--- config.mk ---
export PLATFORM = sky130hd
export DESIGN_NAME = serial_subtractor
export DESIGN_NICKNAME = d
export VERILOG_FILES = /design/src/rtl/serial_subtractor_pkg.sv /design/src/rtl/serial_subtractor_full_subtractor.sv /design/src/rtl/serial_subtractor.sv
export SDC_FILE = /design/constraint.sdc
export NUM_CORES = 1
export LEC_CHECK = 0
export ABC_AREA = 1
export CAP_MARGIN = 20
export CORE_ASPECT_RATIO = 1.1
export CORE_UTILIZATION = 42
export CTS_CLUSTER_DIAMETER = 100
export DETAILED_ROUTE_END_ITERATION = 8
export MAX_ROUTING_LAYER = met4
export PLACE_DENSITY = 0.76
export REMOVE_ABC_BUFFERS = 1
export SLEW_MARGIN = 20
export SYNTH_ARGS = -nofsm -noshare
export SYNTH_HDL_FRONTEND = slang
export SYNTH_SLANG_ARGS = --single-unit
--- constraint.sdc ---
create_clock -name input_clk -period 1.1 [get_ports input_clk]
set_input_delay 0.22 -clock input_clk [delete_from_list [all_inputs] [get_ports input_clk]]
set_output_delay 0.22 -clock input_clk [all_outputs]
set_load 0.02 [all_outputs]
--- src/rtl/serial_subtractor_pkg.sv ---
// Shared definitions for the bit-serial subtractor: FSM encoding and counter sizing.
`default_nettype none

package serial_subtractor_pkg;

  typedef enum logic [1:0] {
    IDLE = 2'd0,
    RUN  = 2'd1,
    DONE = 2'd2
  } state_t;

  // Bit counter needs at least one bit even when WIDTH is 1.
  function automatic int cnt_width(input int width);
    return (width > 1) ? $clog2(width) : 1;
  endfunction

endpackage

`default_nettype wire

--- src/rtl/serial_subtractor_full_subtractor.sv ---
// One-bit full subtractor cell: diff = a - b - borrow_in.
`default_nettype none

module full_subtractor (
  input  logic input_a,
  input  logic input_b,
  input  logic input_borrow,
  output logic output_diff,
  output logic output_borrow
);

  assign output_diff   = input_a ^ input_b ^ input_borrow;
  assign output_borrow = (~input_a & input_b) | (~(input_a ^ input_b) & input_borrow);

endmodule

`default_nettype wire

--- src/rtl/serial_subtractor.sv ---
// Bit-serial WIDTH-bit subtractor, LSB first, one bit per clock.
`default_nettype none

module serial_subtractor
  import serial_subtractor_pkg::*;
#(
  parameter int WIDTH = 8
) (
  input  logic             input_clk,
  input  logic             input_rst_n,
  input  logic             input_start,
  input  logic [WIDTH-1:0] input_a,
  input  logic [WIDTH-1:0] input_b,
  input  logic             input_borrow,
  output logic             output_busy,
  output logic             output_done,
  output logic [WIDTH-1:0] output_diff,
  output logic             output_borrow
);

  localparam int CW = cnt_width(WIDTH);
  localparam logic [CW-1:0] LAST_BIT = CW'(WIDTH - 1);

  state_t           state;
  state_t           state_nx;
  logic [WIDTH-1:0] a_sr;
  logic [WIDTH-1:0] b_sr;
  logic [WIDTH-1:0] diff_sr;
  logic [CW-1:0]    cnt;
  logic             borrow_q;
  logic             borrow_res;
  logic             cell_diff;
  logic             cell_borrow;

  full_subtractor u_cell (
    .input_a       (a_sr[0]),
    .input_b       (b_sr[0]),
    .input_borrow  (borrow_q),
    .output_diff   (cell_diff),
    .output_borrow (cell_borrow)
  );

  always_comb begin
    state_nx = state;
    case (state)
      IDLE:    if (input_start) state_nx = RUN;
      RUN:     if (cnt == LAST_BIT) state_nx = DONE;
      DONE:    state_nx = IDLE;
      default: state_nx = IDLE;
    endcase
  end

  always_ff @(posedge input_clk or negedge input_rst_n) begin
    if (!input_rst_n) state <= IDLE;
    else              state <= state_nx;
  end

  always_ff @(posedge input_clk or negedge input_rst_n) begin
    if (!input_rst_n) begin
      a_sr       <= '0;
      b_sr       <= '0;
      diff_sr    <= '0;
      cnt        <= '0;
      borrow_q   <= 1'b0;
      borrow_res <= 1'b0;
    end else if (state == IDLE && input_start) begin
      a_sr     <= input_a;
      b_sr     <= input_b;
      borrow_q <= input_borrow;
      cnt      <= '0;
    end else if (state == RUN) begin
      a_sr     <= a_sr >> 1;
      b_sr     <= b_sr >> 1;
      // New bit enters at the MSB; the form also holds for WIDTH == 1.
      diff_sr  <= WIDTH'({cell_diff, diff_sr} >> 1);
      borrow_q <= cell_borrow;
      cnt      <= cnt + CW'(1);
      if (cnt == LAST_BIT) borrow_res <= cell_borrow;
    end
  end

  assign output_busy   = (state != IDLE);
  assign output_done   = (state == DONE);
  assign output_diff   = diff_sr;
  assign output_borrow = borrow_res;

endmodule

`default_nettype wire

==> flow_metrics.py <==
metrics = {
    "detailed_routing": {
        "vias_per_cell": 4.908,
        "drc_errors": 0,
        "first_iter_violations": 64,
        "postRouteAntennaNets": 0,
        "vias": 1443,
        "drt-pass1-iter-count": 4,
        "routedWlPerCell_um": 13.48,
        "routed_wirelength_um": 3964,
    },
    "pwr": {
        "p_int_w": 0.003737,
        "clkPwrFrac_pct": 12.1,
        "p_comb_share_pct": 55.4,
        "switching_share_pct": 41.75,
        "p_seq_share_pct": 32.5,
        "p_per_area_nw_per_um2": 2724,
        "ir_drop_uv": 1188,
        "p_switching_w": 0.002678,
        "p_leak_nw": 1.213,
    },
    "run": {
        "drv_cap": 0,
    },
    "floorplanning": {
        "die_area_um2": 3794,
        "io_pins": 31,
        "core_um2": 3358,
        "die_w_um": 58.82,
        "initial_utilization_pct": 44.41,
        "placementRows": 22,
        "die_y_um": 64.50,
    },
    "logic_synthesis": {
        "synthTopCellsByArea": "dfrtp_1, nand2_1, nand3_1",
        "synth-seq-cells": 31,
        "synthTopCellsByCount": "nand2_1, nand3_1, dfrtp_1, inv_1, o21ai_0",
        "async_reset_ff_share_pct": 100.0,
        "synth_cell_types": 16,
        "synth_top_area_share_pct": 52.01,
        "synth_area_leader_cell": "dfrtp_1",
        "synthMostInstantiatedCell": "nand2_1",
        "synthFlopType": "dfrtp_1",
        "ys_warn_count": 0,
        "syn_inst": 188,
        "synth_edf_count": 0,
        "synth_area_per_cell_um2": 7.933,
        "yosysSeqAreaShare_pct": 52.01,
        "syn-cell-area_um2": 1491,
    },
    "grt": {
        "grt_max_degree": 32,
        "grt_pass1_vias": 1190,
        "grt_usage_pct": 19.03,
        "grt_pass1_wl_um": 5181,
        "antenna_found_initial": 0,
        "grt-ovfl-total": 0,
    },
    "critical_path": {
        "r2r_cells": 6,
        "startpoint_type": "register",
        "r2r_slack_ns": -0.20,
        "crit_end": "output_busy",
        "critPathArrivalTime_ns": 1.09,
        "rr_startpoint": "state[0]",
        "crit_fanout": 3,
        "cp.required_ns": 0.88,
        "rr_endpoint": "borrow_q",
        "startpoint": "state[0]",
        "path_class": "register to primary output",
        "cp-end-kind": "primary output",
    },
    "finish": {
        "design_area_um2": 2355,
        "area_growth_pct": 57.89,
        "final_util_pct": 70.12,
        "n_antenna_cell": 0,
        "drive_above_1_share_pct": 39.84,
        "nets": 268,
        "stdcell_count": 294,
    },
    "placed_design": {
        "io_buffers": 30,
        "gp_congestion": 0.7732,
        "pre_cts_slack_ns": -0.2739,
        "dp_hpwl_um": 2040,
        "place_inst": 269,
        "place_area_um2": 1899,
    },
    "cts": {
        "cts_buffer_depth": 2,
        "clkTransAtPathRegs_ns": 0.10,
        "numCtsBuffers": 5,
        "root_buffer": "clkbuf_4",
        "cts_tree": "yes",
        "cts_sinks": 31,
        "htreeDepth": 2,
        "clock_latency_ns": 0.34,
        "cts_hold_buf": 0,
    },
    "run_status": {
        "violations": "negative setup slack",
        "status": "finished, violations left",
    },
    "sta": {
        "skew_ns": 0.01432,
        "finalMaxSlewViolations": 0,
        "max_slew_margin_pct": 79.63,
        "tightest_slew_ns": 0.3046,
        "final.min_clock_period_ns": 1.305,
        "hold_slack_ns": 0.2270,
        "rsz0062_at_grt": "yes",
        "finalSetupViolations": 36,
        "finalHoldViolCount": 0,
        "fmax_ghz": 0.7660,
        "timing.final.crit_share_pct": 118.7,
        "setup_ws_ns": -0.2055,
    },
    "worst_hold_path": {
        "holdCritPathClass": "input port to async pin",
    },
}
[worst min path at each step]
| stage | from | endpoint | slack, ns |
|---|---|---|---|
| 2_1_floorplan | input_rst_n | a_sr[0] | -0.08 |
| 3_3_place_gp | a_sr[7] | a_sr[7] | 0.46 |
| 3_5_place_dp | b_sr[7] | b_sr[7] | 0.46 |
| 4_1_cts | input_rst_n | b_sr[0] | 0.24 |
| 5_1_grt | input_rst_n | b_sr[4] | 0.24 |
| 6_report | input_rst_n | b_sr[4] | 0.23 |
[state kept, by name, indices dropped and copies added (netlist names)]
name,flops
state,2
borrow_q,1
output_diff,8
b_sr,8
output_borrow,1
a_sr,8
cnt,3
[kinds of logic after synthesis]
| logic type | after synthesis | synth area share [%] |
|---|---|---|
| adder cells (fa/ha/maj) | 3 | 3.020 |
| buffers and inverters | 32 | 9.731 |
| flip-flops | 31 | 52.01 |
| AND/OR/NAND/NOR | 110 | 31.21 |
| AO/OA/AOI/OAI | 12 | 4.026 |
[per-layer routing]
layer  vias up  global-route usage (%)  part of all wire [%]
li1        700                       -                     -
met3        11                   5.988                   3.8
met5         -                       -                     0
met1       696                   22.94                    41
met2        36                   29.69                    53
met4         0                   7.143                   2.2
[metrics by stage]
step           total power, W  setup TNS, ns
2_1_floorplan        0.003307         -8.851
3_3_place_gp         0.004255         -5.277
3_5_place_dp         0.004317         -5.709
4_1_cts              0.005274         -3.708
5_1_grt              0.006821         -6.400
6_report             0.006414         -4.884
[what timing repair did]
item,4_1_cts,5_1_grt
setup endpoints to repair,41,42
gates resized for setup,80,72
cloned,1,2
pin swaps,6,15
buffers inserted,1,13
[critical path, stage by stage, from the launching register on]
cell and delay (ns):
dfrtp_2 0.47, nor2_4 0.11, inv_2 0.04, buf_6 0.12
[cell usage in the layout, fill, tap and decap left out, types with 5 or more instances in the layout]
master,count
nand2_2,22
inv_1,15
dfrtp_1,30
clkdlybuf4s50_1,19
clkbuf_4,5
nand3_1,28
buf_6,18
nand2_1,49
buf_4,18
o21ai_2,5
inv_2,5
[power groups by stage]
stage	registers (W)	logic [W]	clock network [W]
after floorplan	0.00214	0.00117	0
after global placement	0.00195	0.00231	0
after detailed placement	0.00196	0.00236	0
after CTS	0.00197	0.00253	0.000774
after global routing	0.00213	0.00384	0.000854
final	0.00209	0.00355	0.000775
[layout make-up]
cell class              instances  area, µm²
fillers                       250       1003
flip-flops and latches         31      777.0
multi-input cells             125      742.0
repair buffers                 59      598.1
inverters                      22      97.59
clock buffers                   8      68.82
well taps                      48      60.06
repair inverters                1      11.26
Note: power is estimated with default switching activity, not from simulation.
==> RTL edit 1: new RTL, same settings <==
The 3 states of `state_t` get a one-hot encoding in 3 bits.
--- a/src/rtl/serial_subtractor_pkg.sv
+++ b/src/rtl/serial_subtractor_pkg.sv
@@ -5,6 +5,6 @@
 
-  typedef enum logic [1:0] {
-    IDLE = 2'd0,
-    RUN  = 2'd1,
-    DONE = 2'd2
+  typedef enum logic [2:0] {
+    IDLE = 3'b001,
+    RUN  = 3'b010,
+    DONE = 3'b100
   } state_t;
Function: same outputs for any inputs over 10 cycles, from zero or initial values and one cycle with input_rst_n low; not proved beyond that.
==> RTL edit 1 against the original RTL <==
The run still ends with setup timing left. Die area is 14% higher. Sequential power is 4% lower. Core utilization is 4.0 points lower. Total power is 3.2% higher. Count of clock-buffer cells in the layout is 1 lower. Hold slack better by 0.066 ns. Synthesized area is 14% higher. Clock skew is 0.0096 ns lower. Worst setup slack worse by 0.13 ns. Critical path depth is 1 higher. Routed wire length is 7.5% higher. Design area is 5.8% higher. Sequential cell count is 1 higher. Critical path type unchanged. Critical endpoint unchanged.
==> RTL edit 1: results (changes against the original RTL) <==
Outcome: complete, but fails checks (unchanged). Failing checks: setup timing (unchanged). The setup TNS after final layout came out at -7.50 ns (was -4.88 ns). The worst setup margin came to -0.332 ns (was -0.205 ns). The post-cts gate resize count came to 63 (was 80). The fraction of power spent switching nets came out at 38.0% (was 41.7%). The critical path launch point is state[0]$_DFFE_PN1P_ (was state[0]$_DFFE_PN0P_).

The worst-path cell with the longest stage delay is sky130_fd_sc_hd__dfstp_2 (was sky130_fd_sc_hd__dfrtp_2). The utilization after layout is 66.1% (was 70.1%). The power of the sequential group came to 2.01 mW (was 2.09 mW). The static leakage is 1.34 nW (was 1.21 nW). The via count is 1588 (was 1443). The number of setup buffers added after CTS came out at 4 (was 1).

The number of global-route vias before repair came out at 1413 (was 1190). The minimum setup slack after placement is -0.383 ns (was -0.274 ns). The global-route total usage across every layer came out at 20.8% (was 19.0%). The number of inserted filler cells in the final layout is 301 (was 250). The headroom to the max-slew limit is 83.9% (was 79.6%). The count of unique library cells instantiated by Yosys is 18 (was 16). The global-route wire length before repair was 6.48 mm (was 5.18 mm). The pin count of the biggest net entering global routing came out at 33 (was 32). The sequential cell area share is 32.2% (was 33.0%). The global routing usage on met1 came out at 24.2% (was 22.9%).

The DRC violation total after the first TritonRoute iteration is 61 (was 64). The total setup violations reported at the end of the flow is 34 (was 36). The compound-cell area share of the yosys netlist came out at 2.94% (was 4.03%). The total instance count after detailed placement came to 306 (was 269). The met2 layer usage reported by global route came out at 33.7% (was 29.7%). The number of clock buffers in the layout came out at 7 (was 8). The terminus of the critical flop-to-flop path is b_sr[2]$_DFFE_PN0P_ (was borrow_q$_DFFE_PN0P_).

The average vias per placed instance is 4.87 (was 4.91). The arrival time of data at the critical path endpoint is 1.21 ns (was 1.09 ns). The CTS root buffer is sky130_fd_sc_hd__clkbuf_8 (was sky130_fd_sc_hd__clkbuf_4). The worst setup skew after layout is 0.00468 ns (was 0.0143 ns).
-- RTL edit 1: cell count changes in the layout (fill, tap and decap cells not counted), moves of 3 or more --
cell,before,now
sky130_fd_sc_hd__o21ai_0,3,0
sky130_fd_sc_hd__o21ai_1,3,10
sky130_fd_sc_hd__nand2_2,22,2
sky130_fd_sc_hd__inv_1,15,25
sky130_fd_sc_hd__nand2_1,49,64
sky130_fd_sc_hd__nand3_2,4,0
sky130_fd_sc_hd__o21ai_2,5,0
sky130_fd_sc_hd__buf_6,18,11
sky130_fd_sc_hd__clkbuf_4,5,0
sky130_fd_sc_hd__nand3_1,28,32
sky130_fd_sc_hd__nand4_1,0,15
sky130_fd_sc_hd__buf_2,0,10
sky130_fd_sc_hd__nor2_1,0,7
sky130_fd_sc_hd__clkbuf_8,2,7
-- RTL edit 1: metal layers --
layer	up-vias	wire, µm	share of wire (%)
met1	725	1820	43
li1	807	-	-
met4	0	58	1.4
met5	-	0	0
met2	50	2170	51
met3	6	218	5.1
==> RTL edit 2: new RTL, same flow settings <==
Made on the original files. Change the parameter `WIDTH` from 8 to 10.
--- a/src/rtl/serial_subtractor.sv
+++ b/src/rtl/serial_subtractor.sv
@@ -6,3 +6,3 @@
 #(
-  parameter int WIDTH = 8
+  parameter int WIDTH = 10
 ) (
Ports: changed (resized input_a, input_b and output_diff); port bits go from 31 to 37. No check against the original RTL was run, so the function may have changed too.
==> RTL edit 2 against the original RTL <==
The flow still finishes with violations (setup timing). Fmax grew 1.1%. Routed wire length grew 11%. Final cell count grew 23%. Worst setup slack gained 0.014 ns. Design area grew 13%. Largest cell class unchanged. Sequential cell count grew 7. Hold slack gained 0.19 ns. Largest power group unchanged. Synthesized area grew 21%. Total power grew 10%.
==> RTL edit 2: results (changes against the original RTL) <==
The DRC violation total after the first TritonRoute iteration is 75 (was 64). The headroom to the max-slew limit came out at 86.2% (was 79.6%). The cell area after placement came to 2360 µm² (was 1900 µm²). The global-route wire length before repair is 6.79 mm (was 5.18 mm). The fraction of final layout cells sized beyond drive strength 1 is 24.3% (was 39.8%).

The end point of the critical path is a_sr[7]$_DFFE_PN0P_ (was output_busy). The arrival time of data at the critical path endpoint was 1.53 ns (was 1.09 ns). The largest driver fanout on the critical path came out at 7 (was 3). The first-pass detailed-route iteration total is 6 (was 4). The delay of the slowest cell on the worst path is 0.41 ns (was 0.47 ns).

The worst setup skew after layout was 0.00683 ns (was 0.0143 ns). The global-route total usage across every layer came out at 20.4% (was 19.0%). The pin count of the biggest net entering global routing came out at 39 (was 32). The clock input transition at the sequential cells of the worst setup and hold paths is 0.08 ns (was 0.10 ns). The per-cell routed wire length is 12.2 µm (was 13.5 µm).

The worst setup margin is -0.191 ns (was -0.205 ns). Outcome: complete, but fails checks (unchanged). The via count came to 1662 (was 1443).

Cells taking the most area after synthesis: sky130_fd_sc_hd__dfrtp_1 (53%), sky130_fd_sc_hd__nand2_1 (28%), sky130_fd_sc_hd__inv_1 (5.8%) (was sky130_fd_sc_hd__dfrtp_1 (52%), sky130_fd_sc_hd__nand2_1 (18%), sky130_fd_sc_hd__nand3_1 (11%)). The total setup violations reported at the end of the flow is 33 (was 36). The final weighted congestion in routability-driven placement was 0.721 (was 0.773). The setup TNS after final layout is -4.46 ns (was -4.88 ns). Failing checks: setup timing (unchanged). The CTS root buffer was sky130_fd_sc_hd__clkbuf_8 (was sky130_fd_sc_hd__clkbuf_4). The part of the Yosys area used for sequential elements is 52.8% (was 52.0%).

The count of unique library cells instantiated by Yosys is 14 (was 16). The number of buffers added on ports came out at 36 (was 30). Commonest cells post-synth: sky130_fd_sc_hd__nand2_1 (133), sky130_fd_sc_hd__dfrtp_1 (38), sky130_fd_sc_hd__inv_1 (28), sky130_fd_sc_hd__o21ai_0 (14), sky130_fd_sc_hd__nand3_1 (6) (was sky130_fd_sc_hd__nand2_1 (73), sky130_fd_sc_hd__nand3_1 (32), sky130_fd_sc_hd__dfrtp_1 (31), sky130_fd_sc_hd__inv_1 (21), sky130_fd_sc_hd__o21ai_0 (11)). The number of global-route vias before repair is 1515 (was 1190). The estimated wirelength of the detail-placed design was 2.39 mm (was 2.04 mm). The logic depth of the worst register-to-register path was 9 (was 6). The clock latency on the worst-skew pair came out at 0.29 ns (was 0.34 ns).
[RTL edit 2: report_power, final]
| group | switching [mW] | total, mW | internal (mW) |
|---|---|---|---|
| Combinational | 1.96 | 3.68 | 1.72 |
| Sequential | 0.369 | 2.38 | 2.01 |
| Clock | 0.491 | 0.996 | 0.506 |
[RTL edit 2: worst min-delay path by stage]
stage	cells past startpoint	endpoint	start
3_5_place_dp	2	cnt[0]$_DFFE_PN0P_	input_rst_n
3_3_place_gp	2	output_diff[0]$_DFFE_PN0P_	input_rst_n
6_report	3	a_sr[6]$_DFFE_PN0P_	input_rst_n
5_1_grt	3	cnt[0]$_DFFE_PN0P_	input_rst_n
4_1_cts	3	a_sr[8]$_DFFE_PN0P_	input_rst_n
2_1_floorplan	0	a_sr[0]$_DFFE_PN0P_	input_rst_n
[RTL edit 2: kinds of logic (layout without fill, tap and decap cells)]
| logic type | Yosys count | in the layout | synth area share, % |
|---|---|---|---|
| AOI/OAI and AO/OA | 15 | 15 | 4.17 |
| buffers and inverters | 39 | 107 | 9.44 |
| adders and majority gates | 3 | 3 | 2.50 |
| and+or+nand+nor | 146 | 146 | 31.1 |
| DFF | 38 | 38 | 52.8 |
[RTL edit 2: critical path, delay by kind of cell (launching register included)]
family / cells / cell delay [ns]
flip-flops: 1 / 0.41
AND/OR/NAND/NOR: 5 / 0.37
buffers and inverters: 4 / 0.43
[RTL edit 2: cell type report]
type	instances	area (µm²)
Clock inverter	1	5.00
Multi-Input combinational cell	164	757
Timing Repair Buffer	69	669
Inverter	30	118
Sequential cell	38	951
Fill cell	354	1370
Tap cell	52	65.1
Clock buffer	7	86.3
[RTL edit 2: per-layer routing]
layer / global-route usage [%] / routed length [µm] / up-vias
li1: - / - / 848
met1: 25.5 / 1920 / 764
met2: 32.6 / 2240 / 45
met3: 5.00 / 211 / 5
met4: 5.93 / 23 / 0
met5: - / 0 / -
[RTL edit 2: per-stage QoR]
step / hold WS [ns] / std cells
2_1_floorplan: -0.0756 / 232
3_3_place_gp: 0.202 / 339
3_5_place_dp: 0.208 / 339
4_1_cts: 0.426 / 355
5_1_grt: 0.429 / 361
6_report: 0.413 / 361
[RTL edit 2: timing repair]
action,in CTS,in global routing
hold buffers,1,0
setup endpoints to repair,44,40
setup buffers,4,6
resized for setup,79,21
gates cloned,3,2
pin swaps,8,9
endpoints found under the hold margin,38,0
